$ cat src/rtl/ili9341_pixel_feeder_pkg.sv
`default_nettype none
// ============================================================================
//  Module      : ili9341_pkg
//  Description : Shared definitions for the ILI9341 pixel feeder: command
//                opcodes, engine state encodings and the command FIFO entry
//                layout (2-bit op + 32-bit operand = 34 bits).
//  Revision    : 1.0 - initial release
// ============================================================================
package ili9341_pkg;

    // Command opcodes as presented on cmd_op.
    typedef enum logic [1:0] {
        OP_PIXEL  = 2'd0,
        OP_PIXEL2 = 2'd1,
        OP_FILL   = 2'd2,
        OP_CURSOR = 2'd3
    } op_e;

    // Replay engine states.
    typedef enum logic [2:0] {
        ST_IDLE    = 3'd0,
        ST_ISSUE   = 3'd1,
        ST_WAIT_HI = 3'd2,
        ST_WAIT_LO = 3'd3,
        ST_NEXT    = 3'd4
    } state_e;

    localparam int CMD_W = 34;

    typedef struct packed {
        op_e         op;
        logic [31:0] wdata;
    } cmd_t;

endpackage
`default_nettype wire

$ cat src/rtl/ili9341_pixel_feeder_if.sv
`default_nettype none
// ============================================================================
//  Module      : ili9341_pixel_feeder_if
//  Description : SoC-side command bus of the pixel feeder.
//                cmd_valid/cmd_ready : handshake, accept on valid && ready
//                cmd_op              : opcode (op_e)
//                cmd_wdata           : 32-bit operand
//                master = command producer, slave = pixel feeder.
//  Revision    : 1.0 - initial release
// ============================================================================
interface ili9341_pixel_feeder_if;
    import ili9341_pkg::*;

    logic        cmd_valid;
    logic        cmd_ready;
    op_e         cmd_op;
    logic [31:0] cmd_wdata;

    modport master (output cmd_valid, output cmd_op, output cmd_wdata, input  cmd_ready);
    modport slave  (input  cmd_valid, input  cmd_op, input  cmd_wdata, output cmd_ready);

endinterface
`default_nettype wire

$ cat src/rtl/ili9341_pixel_feeder_fifo.sv
`default_nettype none
// ============================================================================
//  Module      : pixel_cmd_fifo
//  Description : Single-clock first-word-fall-through command FIFO.
//                push_valid_i/push_data_i/push_ready_o : write side
//                pop_i/pop_data_o                       : read side (head)
//                level_o                                : occupied entries
//                push_ready_o and level_o are registered. Simultaneous
//                push and pop leave the level unchanged.
//  Revision    : 1.0 - initial release
// ============================================================================
module pixel_cmd_fifo #(
    parameter int DEPTH = 8,
    parameter int WIDTH = 34
) (
    input  wire logic                     clk_16MHz,
    input  wire logic                     resetn,
    input  wire logic                     push_valid_i,
    input  wire logic [WIDTH-1:0]         push_data_i,
    output logic                          push_ready_o,
    input  wire logic                     pop_i,
    output logic [WIDTH-1:0]              pop_data_o,
    output logic [$clog2(DEPTH):0]        level_o
);
    localparam int AW = $clog2(DEPTH);
    localparam int LW = AW + 1;

    logic [WIDTH-1:0] mem_q [DEPTH];
    logic [AW-1:0]    wr_ptr_q, wr_ptr_d;
    logic [AW-1:0]    rd_ptr_q, rd_ptr_d;
    logic [LW-1:0]    level_q, level_d;
    logic             ready_q, ready_d;
    logic             push, pop;

    always_comb begin
        push     = push_valid_i && ready_q;
        pop      = pop_i && (level_q != '0);
        wr_ptr_d = push ? wr_ptr_q + AW'(1) : wr_ptr_q;
        rd_ptr_d = pop  ? rd_ptr_q + AW'(1) : rd_ptr_q;
        level_d  = level_q + LW'(push) - LW'(pop);
        ready_d  = (level_d != LW'(DEPTH));
    end

    always_ff @(posedge clk_16MHz) begin
        if (!resetn) begin
            wr_ptr_q <= '0;
            rd_ptr_q <= '0;
            level_q  <= '0;
            ready_q  <= 1'b1;
        end else begin
            wr_ptr_q <= wr_ptr_d;
            rd_ptr_q <= rd_ptr_d;
            level_q  <= level_d;
            ready_q  <= ready_d;
        end
    end

    // Storage needs no reset: the pointers define what is valid.
    always_ff @(posedge clk_16MHz) begin
        if (push) begin
            mem_q[wr_ptr_q] <= push_data_i;
        end
    end

    assign pop_data_o   = mem_q[rd_ptr_q];
    assign push_ready_o = ready_q;
    assign level_o      = level_q;

endmodule
`default_nettype wire

$ cat src/rtl/ili9341_pixel_feeder.sv
`default_nettype none
// ============================================================================
//  Module      : ili9341_pixel_feeder
//  Description : Replays queued pixel/fill/cursor commands to the ILI9341
//                parallel driver, pacing on the driver's busy output.
//                clk_16MHz, resetn   : clock, synchronous active-low reset
//                cmd_bus (slave)     : command handshake, op, operand
//                busy_i              : driver not ready
//                pix_data_o          : RGB565 pixel (held through busy)
//                pix_clk_o           : one-cycle pixel strobe
//                reset_cursor_o      : one-cycle cursor-reset strobe
//                fifo_level_o        : queued commands
//                idle_o              : nothing queued, engine idle, busy low
//                Macro ILI9341_PIXEL_FEEDER_FILL_EN: when defined FILL repeats
//                wdata[31:16]+1 times; otherwise FILL sends one pixel.
//  Revision    : 1.0 - initial release
// ============================================================================
module ili9341_pixel_feeder
    import ili9341_pkg::*;
#(
    parameter int FIFO_DEPTH   = 8,
    parameter int GUARD_CYCLES = 1
) (
    input  wire logic                    clk_16MHz,
    input  wire logic                    resetn,
    ili9341_pixel_feeder_if.slave        cmd_bus,
    input  wire logic                    busy_i,
    output logic [15:0]                  pix_data_o,
    output logic                         pix_clk_o,
    output logic                         reset_cursor_o,
    output logic [$clog2(FIFO_DEPTH):0]  fifo_level_o,
    output logic                         idle_o
);
`ifdef ILI9341_PIXEL_FEEDER_FILL_EN
    localparam int CNT_W = 16;
`else
    localparam int CNT_W = 1;   // only PIXEL2 needs a second beat
`endif
    localparam int GUARD_W = (GUARD_CYCLES < 1) ? 1 : $clog2(GUARD_CYCLES + 1);

    logic [CMD_W-1:0]          fifo_head;
    logic [$clog2(FIFO_DEPTH):0] fifo_level;
    logic                      fifo_ready;
    logic                      fifo_empty;
    cmd_t                      head;

    state_e                    state_q;
    op_e                       op_q;
    logic [15:0]               pix_data_q;
    logic [15:0]               hi_q;
    logic [CNT_W-1:0]          cnt_q;
    logic [GUARD_W-1:0]        guard_q;
    logic                      hi_wait_q;
    logic                      pix_clk_q;
    logic                      reset_cursor_q;
    logic                      idle_q;

    pixel_cmd_fifo #(
        .DEPTH (FIFO_DEPTH),
        .WIDTH (CMD_W)
    ) u_fifo (
        .clk_16MHz    (clk_16MHz),
        .resetn       (resetn),
        .push_valid_i (cmd_bus.cmd_valid),
        .push_data_i  ({cmd_bus.cmd_op, cmd_bus.cmd_wdata}),
        .push_ready_o (fifo_ready),
        .pop_i        (state_q == ST_IDLE),
        .pop_data_o   (fifo_head),
        .level_o      (fifo_level)
    );

    assign head       = fifo_head;
    assign fifo_empty = (fifo_level == '0);

    always_ff @(posedge clk_16MHz) begin
        if (!resetn) begin
            state_q        <= ST_IDLE;
            op_q           <= OP_PIXEL;
            pix_data_q     <= '0;
            hi_q           <= '0;
            cnt_q          <= '0;
            guard_q        <= '0;
            hi_wait_q      <= 1'b0;
            pix_clk_q      <= 1'b0;
            reset_cursor_q <= 1'b0;
            idle_q         <= 1'b0;
        end else begin
            pix_clk_q      <= 1'b0;
            reset_cursor_q <= 1'b0;
            idle_q         <= (state_q == ST_IDLE) && fifo_empty && !busy_i;

            // The guard free-runs down; the NEXT cycle itself is its first tick.
            if (guard_q != '0) begin
                guard_q <= guard_q - GUARD_W'(1);
            end

            case (state_q)
                ST_IDLE: begin
                    if (!fifo_empty) begin
                        op_q  <= head.op;
                        hi_q  <= head.wdata[31:16];
                        if (head.op != OP_CURSOR) begin
                            pix_data_q <= head.wdata[15:0];
                        end
                        case (head.op)
                            OP_PIXEL2: cnt_q <= CNT_W'(1);
`ifdef ILI9341_PIXEL_FEEDER_FILL_EN
                            OP_FILL:   cnt_q <= head.wdata[31:16];
`endif
                            default:   cnt_q <= '0;
                        endcase
                        state_q <= ST_ISSUE;
                    end
                end
                ST_ISSUE: begin
                    if (!busy_i && (guard_q == '0)) begin
                        if (op_q == OP_CURSOR) begin
                            reset_cursor_q <= 1'b1;
                        end else begin
                            pix_clk_q <= 1'b1;
                        end
                        hi_wait_q <= 1'b0;
                        state_q   <= ST_WAIT_HI;
                    end
                end
                ST_WAIT_HI: begin
                    // Two cycles for busy to rise, else the strobe was lost.
                    if (busy_i) begin
                        state_q <= ST_WAIT_LO;
                    end else if (hi_wait_q) begin
                        state_q <= ST_ISSUE;
                    end else begin
                        hi_wait_q <= 1'b1;
                    end
                end
                ST_WAIT_LO: begin
                    if (!busy_i) begin
                        guard_q <= GUARD_W'(GUARD_CYCLES);
                        state_q <= ST_NEXT;
                    end
                end
                ST_NEXT: begin
                    if (cnt_q == '0) begin
                        state_q <= ST_IDLE;
                    end else begin
                        cnt_q <= cnt_q - CNT_W'(1);
                        if (op_q == OP_PIXEL2) begin
                            pix_data_q <= hi_q;
                        end
                        state_q <= ST_ISSUE;
                    end
                end
                default: state_q <= ST_IDLE;
            endcase
        end
    end

    assign cmd_bus.cmd_ready = fifo_ready;
    assign pix_data_o        = pix_data_q;
    assign pix_clk_o         = pix_clk_q;
    assign reset_cursor_o    = reset_cursor_q;
    assign fifo_level_o      = fifo_level;
    assign idle_o            = idle_q;

endmodule
`default_nettype wire

$ cat src/flat_wrapper.sv
// flat-port wrapper written by rule: the top's interface ports become plain ports
module ili9341_pixel_feeder_flat import ili9341_pkg::*;
#(
    parameter int FIFO_DEPTH   = 8,
    parameter int GUARD_CYCLES = 1
)
  (clk_16MHz, resetn, busy_i, pix_data_o, pix_clk_o, reset_cursor_o, fifo_level_o, idle_o, cmd_bus_cmd_valid, cmd_bus_cmd_op, cmd_bus_cmd_wdata, cmd_bus_cmd_ready);
  ili9341_pixel_feeder_if cmd_bus_i ();
  input  wire logic clk_16MHz;
  input  wire logic resetn;
  input  wire logic busy_i;
  output logic [15:0] pix_data_o;
  output logic pix_clk_o;
  output logic reset_cursor_o;
  output logic [$clog2(FIFO_DEPTH):0] fifo_level_o;
  output logic idle_o;
  input wire logic [$bits(cmd_bus_i.cmd_valid)-1:0] cmd_bus_cmd_valid;
  input wire logic [$bits(cmd_bus_i.cmd_op)-1:0] cmd_bus_cmd_op;
  input wire logic [$bits(cmd_bus_i.cmd_wdata)-1:0] cmd_bus_cmd_wdata;
  output wire logic [$bits(cmd_bus_i.cmd_ready)-1:0] cmd_bus_cmd_ready;
  assign cmd_bus_i.cmd_valid = cmd_bus_cmd_valid;
  assign cmd_bus_i.cmd_op = cmd_bus_cmd_op;
  assign cmd_bus_i.cmd_wdata = cmd_bus_cmd_wdata;
  assign cmd_bus_cmd_ready = cmd_bus_i.cmd_ready;
  ili9341_pixel_feeder #(.FIFO_DEPTH(FIFO_DEPTH), .GUARD_CYCLES(GUARD_CYCLES)) u_core (.clk_16MHz(clk_16MHz), .resetn(resetn), .cmd_bus(cmd_bus_i), .busy_i(busy_i), .pix_data_o(pix_data_o), .pix_clk_o(pix_clk_o), .reset_cursor_o(reset_cursor_o), .fifo_level_o(fifo_level_o), .idle_o(idle_o));
endmodule
$ cat config.mk
export PLATFORM = sky130hd
export DESIGN_NAME = ili9341_pixel_feeder_flat
export DESIGN_NICKNAME = d
export VERILOG_FILES = /design/src/rtl/ili9341_pixel_feeder_pkg.sv /design/src/rtl/ili9341_pixel_feeder_if.sv /design/src/rtl/ili9341_pixel_feeder_fifo.sv /design/src/rtl/ili9341_pixel_feeder.sv /design/src/flat_wrapper.sv
export SDC_FILE = /design/constraint.sdc
export NUM_CORES = 1
export LEC_CHECK = 0
export BUFFER_PORTS_ARGS = -buffer_cell sky130_fd_sc_hd__buf_2
export CAP_MARGIN = 5
export CORE_MARGIN = 2
export CORE_UTILIZATION = 50
export DETAILED_ROUTE_END_ITERATION = 8
export PLACE_DENSITY_LB_ADDON = 0.3
export SLEW_MARGIN = 20
export SYNTH_ARGS = -nofsm -noshare
export SYNTH_HDL_FRONTEND = slang
export SYNTH_SLANG_ARGS = --single-unit
$ cat constraint.sdc
create_clock -name clk_16MHz -period 4.8 [get_ports clk_16MHz]
set_input_delay 0.48 -clock clk_16MHz [delete_from_list [all_inputs] [get_ports clk_16MHz]]
set_output_delay 0.48 -clock clk_16MHz [all_outputs]
set_load 0.02 [all_outputs]
* Yosys cells after proc, flatten, opt, wreduce, memory -nomap -nowiden
Memory sizes are Yosys's and may differ from the RTL's. A register that Yosys moved wholly into a read port is not among the register bits. Index checks and enable logic that the tools add are counted.
Cells by class: add/sub/neg operators 6, equality and inequality tests 17, multiplexer cells 28, bitwise gates (word level) 2, reductions and logical operators 17
Operator list (number):
- 2-to-1 mux 16 bit | 4
- case mux 16 bit (2 select lines) | 1
- 2-to-1 mux 3 bit | 7
- case mux 3 bit (5 select lines) | 1
- 2-to-1 mux 1 bit | 13
- != test 2 x 1 -> 1 bit, second input constant | 4
- != test 2 bit, second input constant | 4
- adder 3 x 1 -> 3 bit, second input constant | 2
- == test 3 x 2 -> 1 bit, second input constant | 2
- AND reduction 3 bit | 2
- logical AND 1 bit | 5
- AND reduction 5 bit | 1
- adder 4 x 1 -> 4 bit | 1
- == test 2 x 1 -> 1 bit, second input constant | 2
- logical NOT 4 bit | 1
- != test 4 bit, second input constant | 1
- case mux 1 bit (2 select lines) | 2
- AND reduction 2 bit | 2
- AND reduction 4 bit | 1
- nonzero test 2 bit | 2
- nonzero test 4 bit | 1
- subtractor 4 x 1 -> 4 bit | 1
- == test 3 x 1 -> 1 bit, second input constant | 1
- == test 3 bit, second input constant | 1
- other kinds (6) | 8
Word-level totals: flip-flop bits (word level) 54, bits in writable memories 272, output and inout bits 24, memories kept 1
Memories:
- u_core.u_fifo.mem_q | depth 8, bits a word 34, rd ports 1, clocked after memory_dff 1, wr ports 1, line ili9341_pixel_feeder_fifo.sv:28 | logic [WIDTH-1:0] mem_q [DEPTH];

* Depth between registers and ports, before layout
depth in word-level cells 4, depth in mapped cells 14, mapped depth without buffers 12

* Hierarchy
A second synthesis with hierarchy kept.
Second synthesis, totals: cell total of the unflattened synthesis 688, area, all modules 12983.7 sq um
Modules (own cells, without submodules):
- pixel_cmd_fifo | times used 1, cells each 472, area each 11050.6 sq um
- ili9341_pixel_feeder | times used 1, cells each 216, area each 1933.1 sq um

* Worst setup path after synthesis
No wires, ideal clock.
kind reg2reg, start register u_core.u_fifo.ready_q (netlist: u_core.u_fifo.push_ready_o), end memory u_core.u_fifo.mem_q[0][0] (enable), arrival 3307 ps, path slack 1025 ps, cell stages (with the launch flop) 4, clock period less this slack 3775 ps, cells stage by stage dfxtp_1 -> nand2_1 -> or2_2 -> nor3_1
On the way: word-level cells in the longest chain between the ends 3
RTL lines:
- from (decl) | line ili9341_pixel_feeder_fifo.sv:32 | logic ready_q, ready_d;
- from (signal assigned) | line ili9341_pixel_feeder_fifo.sv:54 | ready_q <= ready_d;
- logical AND 1 bit | line ili9341_pixel_feeder_fifo.sv:36 | push = push_valid_i && ready_q;
- 2-to-1 mux 1 bit | line ili9341_pixel_feeder_fifo.sv:60 | if (push) begin
- 2-to-1 mux 1 bit (not written as such) | line ili9341_pixel_feeder_fifo.sv:61 | mem_q[wr_ptr_q] <= push_data_i;
- to (decl) | line ili9341_pixel_feeder_fifo.sv:28
No other way between the ends.

==> results.md <==
- Post-route DRC: 0
- Top Ports: 62
- DR WL/cell: 22.4 µm
- Diode count: 0
- Clk_skew: 0.0248 ns
- Vias per cell: 5.76
- Slew @ Worst Pin: 1.07 ns
- Final ANT Viol Nets: 0
- Setup crit start kind: flip-flop
- Capturing point of the worst reg2reg path: u_core.pix_data_o[7]
- Seq/Total Area, Yosys: 73.5%
- H-tree levels: 2
- Die width: 163 µm
- Total grt overflow: 0
- Max incr delay on CP: 0.75 ns
- Iter 0 DRT Violations: 624
- Core area: 25000 µm²
- Clk_lat worst skew: 0.52 ns
- Syn_area_per_cell: 17.3 µm²
- First-pass GRT wire length: 39200 µm
- Crit Path Category: flip-flop to flip-flop
- Tmin final: 2.75 ns
- Max cap viols: 0
- Hold Fails Final Rpt: 0
- Maximum clock frequency: 363 MHz
- Area Overhead vs Synth: 14.1%
- Placed instance area: 13400 µm²
- Die H: 163 µm
- Nets@finish: 848
- Worst-path maximum fanout: 42
- Net count after synthesis: 778
- Mapped cell area: 12700 µm²
- Count of final setup violators: 0
- CTS Hold Bufs: 0
- Setup bufs post-CTS: 0
- Max Slew Vio Count: 0
- Rows: 58
- Gpl congestion: 0.788
- R2R cell count: 6
- Most common cell after layout, fill and taps aside: edfxtp_1
- Yosys Warn Count: 0
- Maximum vdd drop: 371 µV
- Max_slew headroom: 28.6%
- Num CTS Buffers: 35
- Worst Hold Class: primary input to flip-flop
- Reg clk slew, reported paths: 0.06 ns
- Final design area excluding fillers: 14500 µm²
- CTS tree: yes
- Gate Count Post-Synth: 733
- First-pass detailed-route iteration total: 5
- Initial antenna violation count: 1
- Worst Hold Depth: 1
- Filler instances: 1882
- PwrDens: 570 nW/µm²
- Starting Density: 50.6%
- Die ar.: 26600 µm²
- DPL Wire Length: 14800 µm
- Most frequent cells in the layout: 272 x edfxtp_1, 84 x mux2i_1, 61 x buf_2, 55 x dfxtp_1, 49 x nor2_1
- Clk root buf: clkbuf_16
- Drt total wl: 25900 µm
- Status: finished, final reports clean
- CP cell instances: mux4_2, mux2_2, a41oi_4, buf_16, nor2_1, a211oi_2
- Hold path startpoint: cmd_bus_cmd_wdata[0]
- Total Routing Usage GR: 19.8%
- Post_cts resized: 0
- Data required, critical path: 5.22 ns
- Slowest stage cell, crit path: dfxtp_4
- Critical path buffer and inverter count: 1
- Layout cells sized above 1: 22.9%
- P_leak: 4.76 nW
- Port bufs: 61
- Critical Path Sink Type: flip-flop
- Largest net degree at the start of global routing: 51
- Crit path max-delay family: multiplexers
- Yosys reg bits: 329
- Routed vias: 6676
- Vias in the first global route: 6724
- Worst Path Arrival: 3.18 ns
- RSZ-0062 raised after global routing: false
- Hold Path End: u_core.u_fifo.mem_q[0][0]
- Synth cell types: 42
- Fin crit share: 57.3%
- Aggregate negative setup slack: 0 ns
- CTS Buffer Depth: 3
- Flop2flop setup slack: 2.05 ns
- # clock sinks: 329
==> cell usage after synthesis <==
master	n	share of area, %
xnor2_1	3	0.21
nor4b_1	2	0.14
nor2_1	56	1.7
o41ai_1	1	0.069
a32oi_1	1	0.069
inv_2	1	0.030
mux4_2	34	6.0
or2_2	1	0.049
buf_4	2	0.12
fa_1	1	0.16
mux2_2	2	0.18
a211oi_1	20	1.2
and2_1	5	0.25
nand4_1	1	0.049
a21oi_1	25	0.99
buf_1	3	0.089
edfxtp_1	272	64
nor2b_1	5	0.25
ha_1	6	0.59
clkbuf_1	19	0.56
o31a_1	1	0.069
buf_6	2	0.18
nand2_1	20	0.59
buf_2	16	0.63
nand3_1	5	0.20
nor3_1	6	0.24
and3_1	16	0.79
a211oi_2	14	1.4
xor2_1	2	0.14
a41oi_4	1	0.22
o221ai_1	1	0.069
mux2i_1	84	6.6
a21o_1	1	0.059
a2111oi_0	1	0.069
a22oi_1	33	2.0
a2bb2oi_1	1	0.069
nor3b_2	1	0.099
nor3b_1	2	0.12
inv_1	6	0.18
nand2b_1	2	0.099
or3b_2	1	0.069
dfxtp_1	57	9.0
==> flip-flops by register name, indices dropped and copies added (netlist names), 2 cells and up, named ones only <==
name / count
u_core.u_fifo.wr_ptr_q: 3
u_core.pix_data_o: 16
u_core.u_fifo.rd_ptr_q: 3
u_core.u_fifo.level_o: 4
u_core.state_q: 3
u_core.u_fifo.mem_q: 272
u_core.op_q: 2
u_core.hi_q: 16
==> worst reg2reg max path: stages (launching register included) <==
cell and delay [ns]:
dfxtp_4 0.75, mux4_2 0.62, mux2_2 0.31, a41oi_4 0.48
buf_16 0.24, nor2_1 0.08, a211oi_2 0.20
==> how the worst max path moves through the flow <==
stage / to / slack [ns] / depth (start not counted)
after floorplan: u_core.u_fifo.mem_q[0][0] / 1.03 / 3
after global placement: u_core.pix_data_o[14] / 1.60 / 5
after detailed placement: u_core.pix_data_o[3] / 1.42 / 5
after CTS: u_core.pix_data_o[3] / 1.40 / 5
after global routing: u_core.pix_data_o[7] / 1.88 / 6
final: u_core.pix_data_o[7] / 2.05 / 6
==> per-stage QoR <==
stage                     setup slack [ns]  power (mW)  cells  hold slack, ns  utilization (%)
after floorplan                       1.03        5.25    733           0.437                -
after global placement                1.60        5.67   1095           0.452             53.3
after detailed placement              1.42        5.76   1095           0.465             53.3
after CTS                             1.40        8.26   1158           0.205             57.6
after global routing                  1.88        8.61   1159           0.222             57.7
final                                 2.05        8.24   1159           0.226             57.7
==> metal layers <==
layer  vias up  wire (µm)  GRT usage, %
met3        50       1510          3.33
met4         2        546          5.95
li1       3029          -             -
met1      3389      10900          26.0
met5         -          7             0
met2       206      13000          34.1
==> final cells by class <==
cell class                 count  area, µm²  share of cell area [%]
inverter                       7       26.3                   0.182
timing repair buffer          75        430                    2.98
clock inverter                15        118                   0.814
sequential                   329       9320                    64.4
multi-input combinational    355       3200                    22.1
clock buffer                  48        956                    6.61
tap                          330        413                    2.86
==> report_power, final <==
| part | switching (mW) | internal, mW |
|---|---|---|
| Sequential | 0.282 | 3.42 |
| Combinational | 1.15 | 0.891 |
| Clock | 1.04 | 1.46 |
==> cells by family (layout without fill, tap and decap cells) <==
logic type	Yosys count	in the layout	share of synthesized area [%]
buffers and inverters	49	145	1.79
DFF	329	329	73.5
muxes	120	120	12.9
adders and majority gates	7	7	0.750
AOI/OAI and AO/OA	100	100	6.20
and+or+nand+nor	123	123	4.59
xor gates and xnor gates	5	5	0.346
Note: power is estimated with default switching activity, not from simulation.
